<file path="src/rtl/vga_rx_timing_pkg.sv">
// Shared types and mode arithmetic for the VGA sink-side timing receiver.
package vga_rx_timing_pkg;

    typedef enum logic [1:0] {
        SEARCH = 2'd0,
        TRACK  = 2'd1,
        LOCKED = 2'd2
    } rx_state_e;

    // Default mode: 1280x1024 timing.
    localparam int DEF_HD      = 1280;
    localparam int DEF_HF      = 48;
    localparam int DEF_HR      = 112;
    localparam int DEF_HB      = 248;
    localparam int DEF_VD      = 1024;
    localparam int DEF_VF      = 1;
    localparam int DEF_VR      = 3;
    localparam int DEF_VB      = 38;
    localparam int DEF_PIX_DLY = 1;

    // Total period of one axis: display + front porch + sync + back porch.
    function automatic int mode_total(input int d, input int f, input int r, input int b);
        return d + f + r + b;
    endfunction

    // First active position of one axis, counted from the sync rise.
    function automatic int act_start(input int r, input int b, input int dly);
        return r + b + dly;
    endfunction

    localparam int H_TOTAL     = mode_total(DEF_HD, DEF_HF, DEF_HR, DEF_HB);
    localparam int V_TOTAL     = mode_total(DEF_VD, DEF_VF, DEF_VR, DEF_VB);
    localparam int H_ACT_START = act_start(DEF_HR, DEF_HB, DEF_PIX_DLY);
    localparam int V_ACT_START = act_start(DEF_VR, DEF_VB, 0);

endpackage

</file>
<file path="src/rtl/vga_sync_meas.sv">
// Period and high-width counter for one sync signal. The event input restarts the
// period; the count-enable advances it. Both counters saturate instead of wrapping.
module vga_sync_meas #(
    parameter int W = 11
) (
    input  logic         clk,
    input  logic         rst,
    input  logic         level_i,   // sync level, sampled on counting steps
    input  logic         event_i,   // sync rise: period ends, new one starts
    input  logic         en_i,      // count step
    output logic [W-1:0] cnt_o,     // running position within the period
    output logic [W-1:0] wid_o,     // running high-time of the period
    output logic         sat_o,     // running position stuck at all-ones
    output logic [W-1:0] period_o   // last completed period length
);

    localparam logic [W-1:0] ONE     = {{(W-1){1'b0}}, 1'b1};
    localparam logic [W-1:0] CNT_MAX = {W{1'b1}};

    logic [W-1:0] cnt_q, cnt_d;
    logic [W-1:0] wid_q, wid_d;
    logic [W-1:0] period_q, period_d;
    logic         cnt_sat_s;
    logic         wid_sat_s;

    assign cnt_sat_s = (cnt_q == CNT_MAX);
    assign wid_sat_s = (wid_q == CNT_MAX);

    // Next-state of the counters; the event cycle itself is high, so width restarts at 1.
    always_comb begin
        cnt_d    = cnt_q;
        wid_d    = wid_q;
        period_d = period_q;
        if (event_i) begin
            cnt_d    = {W{1'b0}};
            wid_d    = ONE;
            period_d = cnt_sat_s ? CNT_MAX : (cnt_q + ONE);
        end else if (en_i) begin
            if (!cnt_sat_s) begin
                cnt_d = cnt_q + ONE;
            end else begin
                cnt_d = cnt_q;
            end
            if (level_i && !wid_sat_s) begin
                wid_d = wid_q + ONE;
            end else begin
                wid_d = wid_q;
            end
        end else begin
            cnt_d = cnt_q;
            wid_d = wid_q;
        end
    end

    // Counter and measurement registers.
    always_ff @(posedge clk) begin
        if (rst) begin
            cnt_q    <= {W{1'b0}};
            wid_q    <= {W{1'b0}};
            period_q <= {W{1'b0}};
        end else begin
            cnt_q    <= cnt_d;
            wid_q    <= wid_d;
            period_q <= period_d;
        end
    end

    assign cnt_o    = cnt_q;
    assign wid_o    = wid_q;
    assign sat_o    = cnt_sat_s;
    assign period_o = period_q;

endmodule

</file>
<file path="src/rtl/vga_rx_timing.sv">
// VGA sink-side timing receiver: measures HS/VS timing against the expected mode,
// locks after a run of clean frames and recovers active-area pixel coordinates.
module vga_rx_timing
    import vga_rx_timing_pkg::*;
#(
    parameter int HSYNC_BITS  = 11,
    parameter int VSYNC_BITS  = 11,
    parameter int HD          = DEF_HD,
    parameter int HF          = DEF_HF,
    parameter int HR          = DEF_HR,
    parameter int HB          = DEF_HB,
    parameter int VD          = DEF_VD,
    parameter int VF          = DEF_VF,
    parameter int VR          = DEF_VR,
    parameter int VB          = DEF_VB,
    parameter int PIX_DLY     = DEF_PIX_DLY,
    parameter int LOCK_FRAMES = 2
) (
    input  logic                  clk,
    input  logic                  rst,
    input  logic                  VGA_HS,
    input  logic                  VGA_VS,
    input  logic [11:0]           RGB,
    output logic [HSYNC_BITS-1:0] pix_x,
    output logic [VSYNC_BITS-1:0] pix_y,
    output logic                  pix_valid,
    output logic [11:0]           pix_rgb,
    output logic                  frame_start,
    output logic                  locked,
    output logic [HSYNC_BITS-1:0] line_len,
    output logic [VSYNC_BITS-1:0] frame_lines,
    output logic [7:0]            err_cnt
);

    localparam int H_TOT = mode_total(HD, HF, HR, HB);
    localparam int V_TOT = mode_total(VD, VF, VR, VB);
    localparam int H_ACT = act_start(HR, HB, PIX_DLY);
    localparam int V_ACT = act_start(VR, VB, 0);

    localparam logic [HSYNC_BITS-1:0] H_ONE       = {{(HSYNC_BITS-1){1'b0}}, 1'b1};
    localparam logic [VSYNC_BITS-1:0] V_ONE       = {{(VSYNC_BITS-1){1'b0}}, 1'b1};
    localparam logic [HSYNC_BITS-1:0] H_TOT_W     = HSYNC_BITS'(H_TOT);
    localparam logic [VSYNC_BITS-1:0] V_TOT_W     = VSYNC_BITS'(V_TOT);
    localparam logic [HSYNC_BITS-1:0] HR_W        = HSYNC_BITS'(HR);
    localparam logic [VSYNC_BITS-1:0] VR_W        = VSYNC_BITS'(VR);
    localparam logic [HSYNC_BITS-1:0] H_ACT_W     = HSYNC_BITS'(H_ACT);
    localparam logic [HSYNC_BITS-1:0] H_ACT_END_W = HSYNC_BITS'(H_ACT + HD - 1);
    localparam logic [VSYNC_BITS-1:0] V_ACT_W     = VSYNC_BITS'(V_ACT);
    localparam logic [VSYNC_BITS-1:0] V_ACT_END_W = VSYNC_BITS'(V_ACT + VD - 1);
    localparam logic [7:0]            LOCK_W      = 8'(LOCK_FRAMES);

    // Input synchronizer stages.
    logic        hs_s1_q, hs_s2_q, vs_s1_q, vs_s2_q;
    logic [11:0] rgb_s1_q, rgb_s2_q;
    logic        hs_rise_s, vs_rise_s;

    // Measurement results.
    logic [HSYNC_BITS-1:0] h_cnt_s, h_wid_s, line_len_s;
    logic [VSYNC_BITS-1:0] v_cnt_s, v_wid_s, frame_lines_s;
    logic                  h_sat_s, v_sat_s;

    // Frame qualification and FSM.
    logic      line_bad_s, frame_ok_s, any_sat_s;
    logic      frame_bad_q, frame_bad_d;
    rx_state_e state_q, state_d;
    logic [7:0] good_cnt_q, good_cnt_d;
    logic [7:0] err_cnt_q, err_cnt_d;

    // Output path.
    logic                  h_act_s, v_act_s, pix_ok_s;
    logic                  pix_valid_q, pix_valid_d;
    logic [HSYNC_BITS-1:0] pix_x_q, pix_x_d;
    logic [VSYNC_BITS-1:0] pix_y_q, pix_y_d;
    logic [11:0]           pix_rgb_q, pix_rgb_d;
    logic                  frame_start_q, locked_q;

    // Two-stage input registers; edges come from comparing the stages.
    always_ff @(posedge clk) begin
        if (rst) begin
            hs_s1_q  <= 1'b0;
            hs_s2_q  <= 1'b0;
            vs_s1_q  <= 1'b0;
            vs_s2_q  <= 1'b0;
            rgb_s1_q <= 12'd0;
            rgb_s2_q <= 12'd0;
        end else begin
            hs_s1_q  <= VGA_HS;
            hs_s2_q  <= hs_s1_q;
            vs_s1_q  <= VGA_VS;
            vs_s2_q  <= vs_s1_q;
            rgb_s1_q <= RGB;
            rgb_s2_q <= rgb_s1_q;
        end
    end

    assign hs_rise_s = hs_s1_q & ~hs_s2_q;
    assign vs_rise_s = vs_s1_q & ~vs_s2_q;

    // Horizontal: clocks within the line and HS high-time.
    vga_sync_meas #(.W(HSYNC_BITS)) u_h_meas (
        .clk      (clk),
        .rst      (rst),
        .level_i  (hs_s1_q),
        .event_i  (hs_rise_s),
        .en_i     (1'b1),
        .cnt_o    (h_cnt_s),
        .wid_o    (h_wid_s),
        .sat_o    (h_sat_s),
        .period_o (line_len_s)
    );

    // Vertical: lines within the frame (steps on HS rises) and VS high-time in lines.
    vga_sync_meas #(.W(VSYNC_BITS)) u_v_meas (
        .clk      (clk),
        .rst      (rst),
        .level_i  (vs_s1_q),
        .event_i  (vs_rise_s),
        .en_i     (hs_rise_s),
        .cnt_o    (v_cnt_s),
        .wid_o    (v_wid_s),
        .sat_o    (v_sat_s),
        .period_o (frame_lines_s)
    );

    // The line ending on an HS rise is judged with the counts as they stand in that cycle.
    assign any_sat_s  = h_sat_s | v_sat_s;
    assign line_bad_s = hs_rise_s & (h_sat_s | ((h_cnt_s + H_ONE) != H_TOT_W) | (h_wid_s != HR_W));
    assign frame_ok_s = ~frame_bad_q & ~line_bad_s & ~any_sat_s &
                        ((v_cnt_s + V_ONE) == V_TOT_W) & (v_wid_s == VR_W);

    // Accumulate bad lines over a frame; the line ending on the VS rise still belongs to the old frame.
    always_comb begin
        frame_bad_d = frame_bad_q;
        if (vs_rise_s) begin
            frame_bad_d = 1'b0;
        end else begin
            frame_bad_d = frame_bad_q | line_bad_s | any_sat_s;
        end
    end

    // Lock FSM next-state, good-frame run counter and lock-loss counter.
    always_comb begin
        state_d    = state_q;
        good_cnt_d = good_cnt_q;
        err_cnt_d  = err_cnt_q;
        case (state_q)
            SEARCH: begin
                if (vs_rise_s) begin
                    state_d    = TRACK;
                    good_cnt_d = 8'd0;
                end else begin
                    state_d = SEARCH;
                end
            end
            TRACK: begin
                if (vs_rise_s) begin
                    if (frame_ok_s) begin
                        if ((good_cnt_q + 8'd1) >= LOCK_W) begin
                            state_d    = LOCKED;
                            good_cnt_d = 8'd0;
                        end else begin
                            good_cnt_d = good_cnt_q + 8'd1;
                        end
                    end else begin
                        good_cnt_d = 8'd0;
                    end
                end else begin
                    state_d = TRACK;
                end
            end
            LOCKED: begin
                if (line_bad_s || any_sat_s || (vs_rise_s && !frame_ok_s)) begin
                    state_d    = SEARCH;
                    good_cnt_d = 8'd0;
                    if (err_cnt_q != 8'hFF) begin
                        err_cnt_d = err_cnt_q + 8'd1;
                    end else begin
                        err_cnt_d = err_cnt_q;
                    end
                end else begin
                    state_d = LOCKED;
                end
            end
            default: begin
                state_d    = SEARCH;
                good_cnt_d = 8'd0;
            end
        endcase
    end

    // FSM and qualification state registers.
    always_ff @(posedge clk) begin
        if (rst) begin
            state_q     <= SEARCH;
            good_cnt_q  <= 8'd0;
            err_cnt_q   <= 8'd0;
            frame_bad_q <= 1'b0;
        end else begin
            state_q     <= state_d;
            good_cnt_q  <= good_cnt_d;
            err_cnt_q   <= err_cnt_d;
            frame_bad_q <= frame_bad_d;
        end
    end

    // h_cnt/v_cnt line up with rgb_s2; a pixel is dropped if lock is lost in the same cycle.
    assign h_act_s  = (h_cnt_s >= H_ACT_W) && (h_cnt_s <= H_ACT_END_W);
    assign v_act_s  = (v_cnt_s >= V_ACT_W) && (v_cnt_s <= V_ACT_END_W);
    assign pix_ok_s = (state_q == LOCKED) && (state_d == LOCKED) && h_act_s && v_act_s;

    // Pixel output next-state; everything reads zero outside valid pixels.
    always_comb begin
        pix_valid_d = 1'b0;
        pix_x_d     = {HSYNC_BITS{1'b0}};
        pix_y_d     = {VSYNC_BITS{1'b0}};
        pix_rgb_d   = 12'd0;
        if (pix_ok_s) begin
            pix_valid_d = 1'b1;
            pix_x_d     = h_cnt_s - H_ACT_W;
            pix_y_d     = v_cnt_s - V_ACT_W;
            pix_rgb_d   = rgb_s2_q;
        end else begin
            pix_valid_d = 1'b0;
        end
    end

    // Registered outputs.
    always_ff @(posedge clk) begin
        if (rst) begin
            pix_valid_q   <= 1'b0;
            pix_x_q       <= {HSYNC_BITS{1'b0}};
            pix_y_q       <= {VSYNC_BITS{1'b0}};
            pix_rgb_q     <= 12'd0;
            frame_start_q <= 1'b0;
            locked_q      <= 1'b0;
        end else begin
            pix_valid_q   <= pix_valid_d;
            pix_x_q       <= pix_x_d;
            pix_y_q       <= pix_y_d;
            pix_rgb_q     <= pix_rgb_d;
            frame_start_q <= vs_rise_s;
            locked_q      <= (state_d == LOCKED);
        end
    end

    assign pix_valid   = pix_valid_q;
    assign pix_x       = pix_x_q;
    assign pix_y       = pix_y_q;
    assign pix_rgb     = pix_rgb_q;
    assign frame_start = frame_start_q;
    assign locked      = locked_q;
    assign line_len    = line_len_s;
    assign frame_lines = frame_lines_s;
    assign err_cnt     = err_cnt_q;

endmodule

</file>
<file path="config.mk">
export PLATFORM = sky130hd
export DESIGN_NAME = vga_rx_timing
export DESIGN_NICKNAME = d
export VERILOG_FILES = /design/src/rtl/vga_rx_timing_pkg.sv /design/src/rtl/vga_sync_meas.sv /design/src/rtl/vga_rx_timing.sv
export SDC_FILE = /design/constraint.sdc
export NUM_CORES = 1
export LEC_CHECK = 0
export CAP_MARGIN = 20
export CORE_MARGIN = 2
export CORE_UTILIZATION = 57
export DETAILED_ROUTE_END_ITERATION = 6
export DONT_BUFFER_PORTS = 1
export PLACE_DENSITY = 0.75
export SLEW_MARGIN = 20
export SYNTH_ARGS = -nofsm -noshare
export SYNTH_HDL_FRONTEND = slang
export SYNTH_SLANG_ARGS = --single-unit
export TNS_END_PERCENT = 1
</file>
<file path="constraint.sdc">
create_clock -name clk -period 3 [get_ports clk]
set_input_delay 0.6 -clock clk [delete_from_list [all_inputs] [get_ports clk]]
set_output_delay 0.6 -clock clk [all_outputs]
set_load 0.05 [all_outputs]
</file>
==> impl_metrics.tcl, run 1 <==
set metrics [dict create \
    outcome "complete, no violations" \
    ir_drop_mv 0.566 \
    clk_latency_ps 540 \
    rows 38 \
    r2r-start "u_v_meas.cnt_o[1]" \
    power.density_nw_per_um2 618 \
    synthFlopType "dfxtp_1" \
    cts_made_buffers 17 \
    maxSlewViolCount 0 \
    drt_wl_total_microns 12600 \
    critPathTopFamily "compound AO/OA/AOI/OAI gates" \
    antenna_found_initial 0 \
    nNetsFinal 739 \
    root_buffer "clkbuf_8" \
    grt_pass1_wl_microns 20900 \
    path_class "flip-flop to flip-flop" \
    startpoint_type "flip-flop" \
    busiest_layer "met2" \
    drive_above_1_share 0.107 \
    fmax_mhz 368 \
    slowest_delay_ps 420 \
    setup_tns_ps 0 \
    async_reset_ff_frac 0 \
    drt.antenna.violating_nets 0 \
    arrival_ps 3150 \
    syn_area_per_cell_sq_um 8.89 \
    grt_max_degree 54 \
    clock_skew_ps 7.09 \
    clk_pin_slew_ps 60 \
    syn_to_final_growth_pct 11.4 \
    fin_crit_sh 0.905 \
    cts_tree "done" \
    finalPower_w 0.00431 \
    grt_pass1_vias 4554 \
    worstMarginPinSlew_ps 945 \
    relSlewSlack 0.370 \
    post_cts_resized 0 \
    yosysTopAreaCell "dfxtp_1" \
    met2_usage 0.378 \
    yosys_warnings 0 \
    drtIter0Drc 209 \
    wl_per_cell_microns 14.7 \
    ys_seq_elements 150 \
    yosys-top-cells-area "dfxtp_1, nor2_1, xnor2_1" \
    cp_num_buf_inv 1 \
    syn-cell-area_sq_um 6260 \
    cts_max_level 4 \
    num_antenna_cells 0 \
    hold_buffers 0 \
    grt-ovfl-total 0 \
    ys_types 60 \
    postSynthCellCount 705 \
    yosysTopAreaCellShare 0.479 \
    holdCritStartpoint "rst" \
    io_pins 83 \
    grtUsageTotal 0.228 \
    finalCriticalPeriod_ps 2720 \
    end_kind "flip-flop" \
    drt_pass1_iterations 4 \
    place.gp.congestion 0.884 \
    cts_setup_buffers 0 \
    port_buffers 0 \
    die_area_sq_um 11800 \
    drc 0 \
    num_vias 4732 \
    hold_class "input pin to flip-flop" \
    cts_buffer_depth 2 \
    rsz0062_at_grt "false" \
    ys_seq_area_frac 0.479 \
    critPathLaunch "u_v_meas.cnt_o[1]" \
    grt.met3_usage 0.0789 \
    dp_hpwl_microns 8810 \
    die_width_microns 109 \
    syn_nets 737 \
    die_h_microns 109 \
    crit_fanout 35 \
    crit_slowest_cell "dfxtp_1" \
    setup_violations 0 \
    grtUsageMet1 0.265 \
    leakagePower_nw 2.70 \
    finalHoldViolations 0 \
    crit_required_ps 3430 \
    synth_edf_count 0 \
    viasPerCell 5.50 \
    core_sq_um 10800 \
    cp_cell_sequence "ha_1 -> and3_1 -> nor3_1 -> a31o_2 -> o211ai_1 -> a21oi_1 -> o211ai_4 -> buf_12 -> and3b_1" \
    initial_core_util 0.580 \
    drv_cap 0 \
    clock-sinks 150 \
]
## power by group
part | switching (W) | total [W] | internal (W)
registers | 0.0000588 | 0.00209 | 0.00203
clock network | 0.000872 | 0.00208 | 0.00121
logic | 0.0000880 | 0.000143 | 0.0000551
total | 0.00102 | 0.00431 | 0.00329
## stage by stage
step                      std cells  setup slack [ps]  utilization  instance area, sq um  hold slack (ps)
after floorplan                 705               580            -                  6260              394
after global routing            860              39.9        0.647                  6980             96.5
after CTS                       860               322        0.647                  6980             92.9
after detailed placement        828               326        0.593                  6400              403
after global placement          828               462        0.593                  6400              404
final                           860               284        0.647                  6980              124
## state kept, by name, indices dropped and copies added, names as in the netlist, 2 cells and up
register           count
pix_rgb               12
u_v_meas.period_o     11
u_h_meas.cnt_o        11
pix_y                 11
rgb_s2_q              12
state_q                2
rgb_s1_q              12
u_h_meas.wid_o        11
u_v_meas.wid_o        11
pix_x                 11
good_cnt_q             8
u_v_meas.cnt_o        11
err_cnt                8
u_h_meas.period_o     11
## area by class of cell
type	count	area [sq um]
clock inverter	14	164
tap	140	175
multi-input combinational	483	2940
inverter	38	143
clock buffer	18	418
fill	878	3810
timing repair buffer	17	140
sequential	150	3000
## worst paths after layout
check             cells after the start     endpoint  slack (ps)
setup / recovery                      9     pix_x[3]         280
hold / removal                        1      vs_s1_q         120
setup reg to reg                      9     pix_x[3]         280
hold reg to reg                       2  pix_rgb[10]         410
## cells by family after synthesis
group,Yosys count,share of synthesized area
and+or+nand+nor,311,0.254
buffers and inverters,72,0.0525
DFF,150,0.479
muxes,4,0.00659
AOI/OAI and AO/OA,103,0.107
xor gates and xnor gates,49,0.0685
adders and majority gates,16,0.0320
## layout by cell type, fill, tap and decap left out, drive strengths merged, types with 18 or more instances in the layout
cell type,count
a21oi,31
nand2,50
inv,45
clkbuf,18
o21ai,27
nor2,117
xor2,22
dfxtp,150
xnor2,27
nor2b,35
## cell usage after synthesis, types with 2 or more instances
cell and instances:
xor2_1 22, clkbuf_1 16, dfxtp_1 150, o21ai_0 27, nor2b_1 35, a21o_1 2
nand2b_1 9, nor3_1 14, a211oi_1 10, nor2_1 107, and2_1 4, o211ai_1 3
nand3_1 17, a21oi_1 29, or3_1 11, and4_1 6, and3_1 10, nor2_2 10
a22o_1 4, nand2_1 50, buf_4 7, mux2i_1 3, nand4_1 15, buf_2 8
inv_1 37, buf_6 3, ha_1 16, o31ai_1 5, nor3_2 2, nor4_1 8
xnor2_1 27, a31oi_1 7, a31o_2 2, and4_4 2, a21oi_2 2
## metal layers
metal / up-vias / wire [microns]
li1: 2384 / -
met1: 2196 / 5470
met2: 123 / 6200
met3: 29 / 655
met4: 0 / 291
met5: - / 0
Power figures use the tool's default switching activity.
==> run 2, diff against run 1 <==
--- a/config.mk
+++ b/config.mk
@@ -8,6 +8,7 @@
 export CAP_MARGIN = 20
 export CORE_MARGIN = 2
 export CORE_UTILIZATION = 57
+export CTS_CLUSTER_SIZE = 24
 export DETAILED_ROUTE_END_ITERATION = 6
 export DONT_BUFFER_PORTS = 1
 export PLACE_DENSITY = 0.75
==> results of run 2 <==
Same layout as run 1: the final DEF is identical, and so are final timing and power.
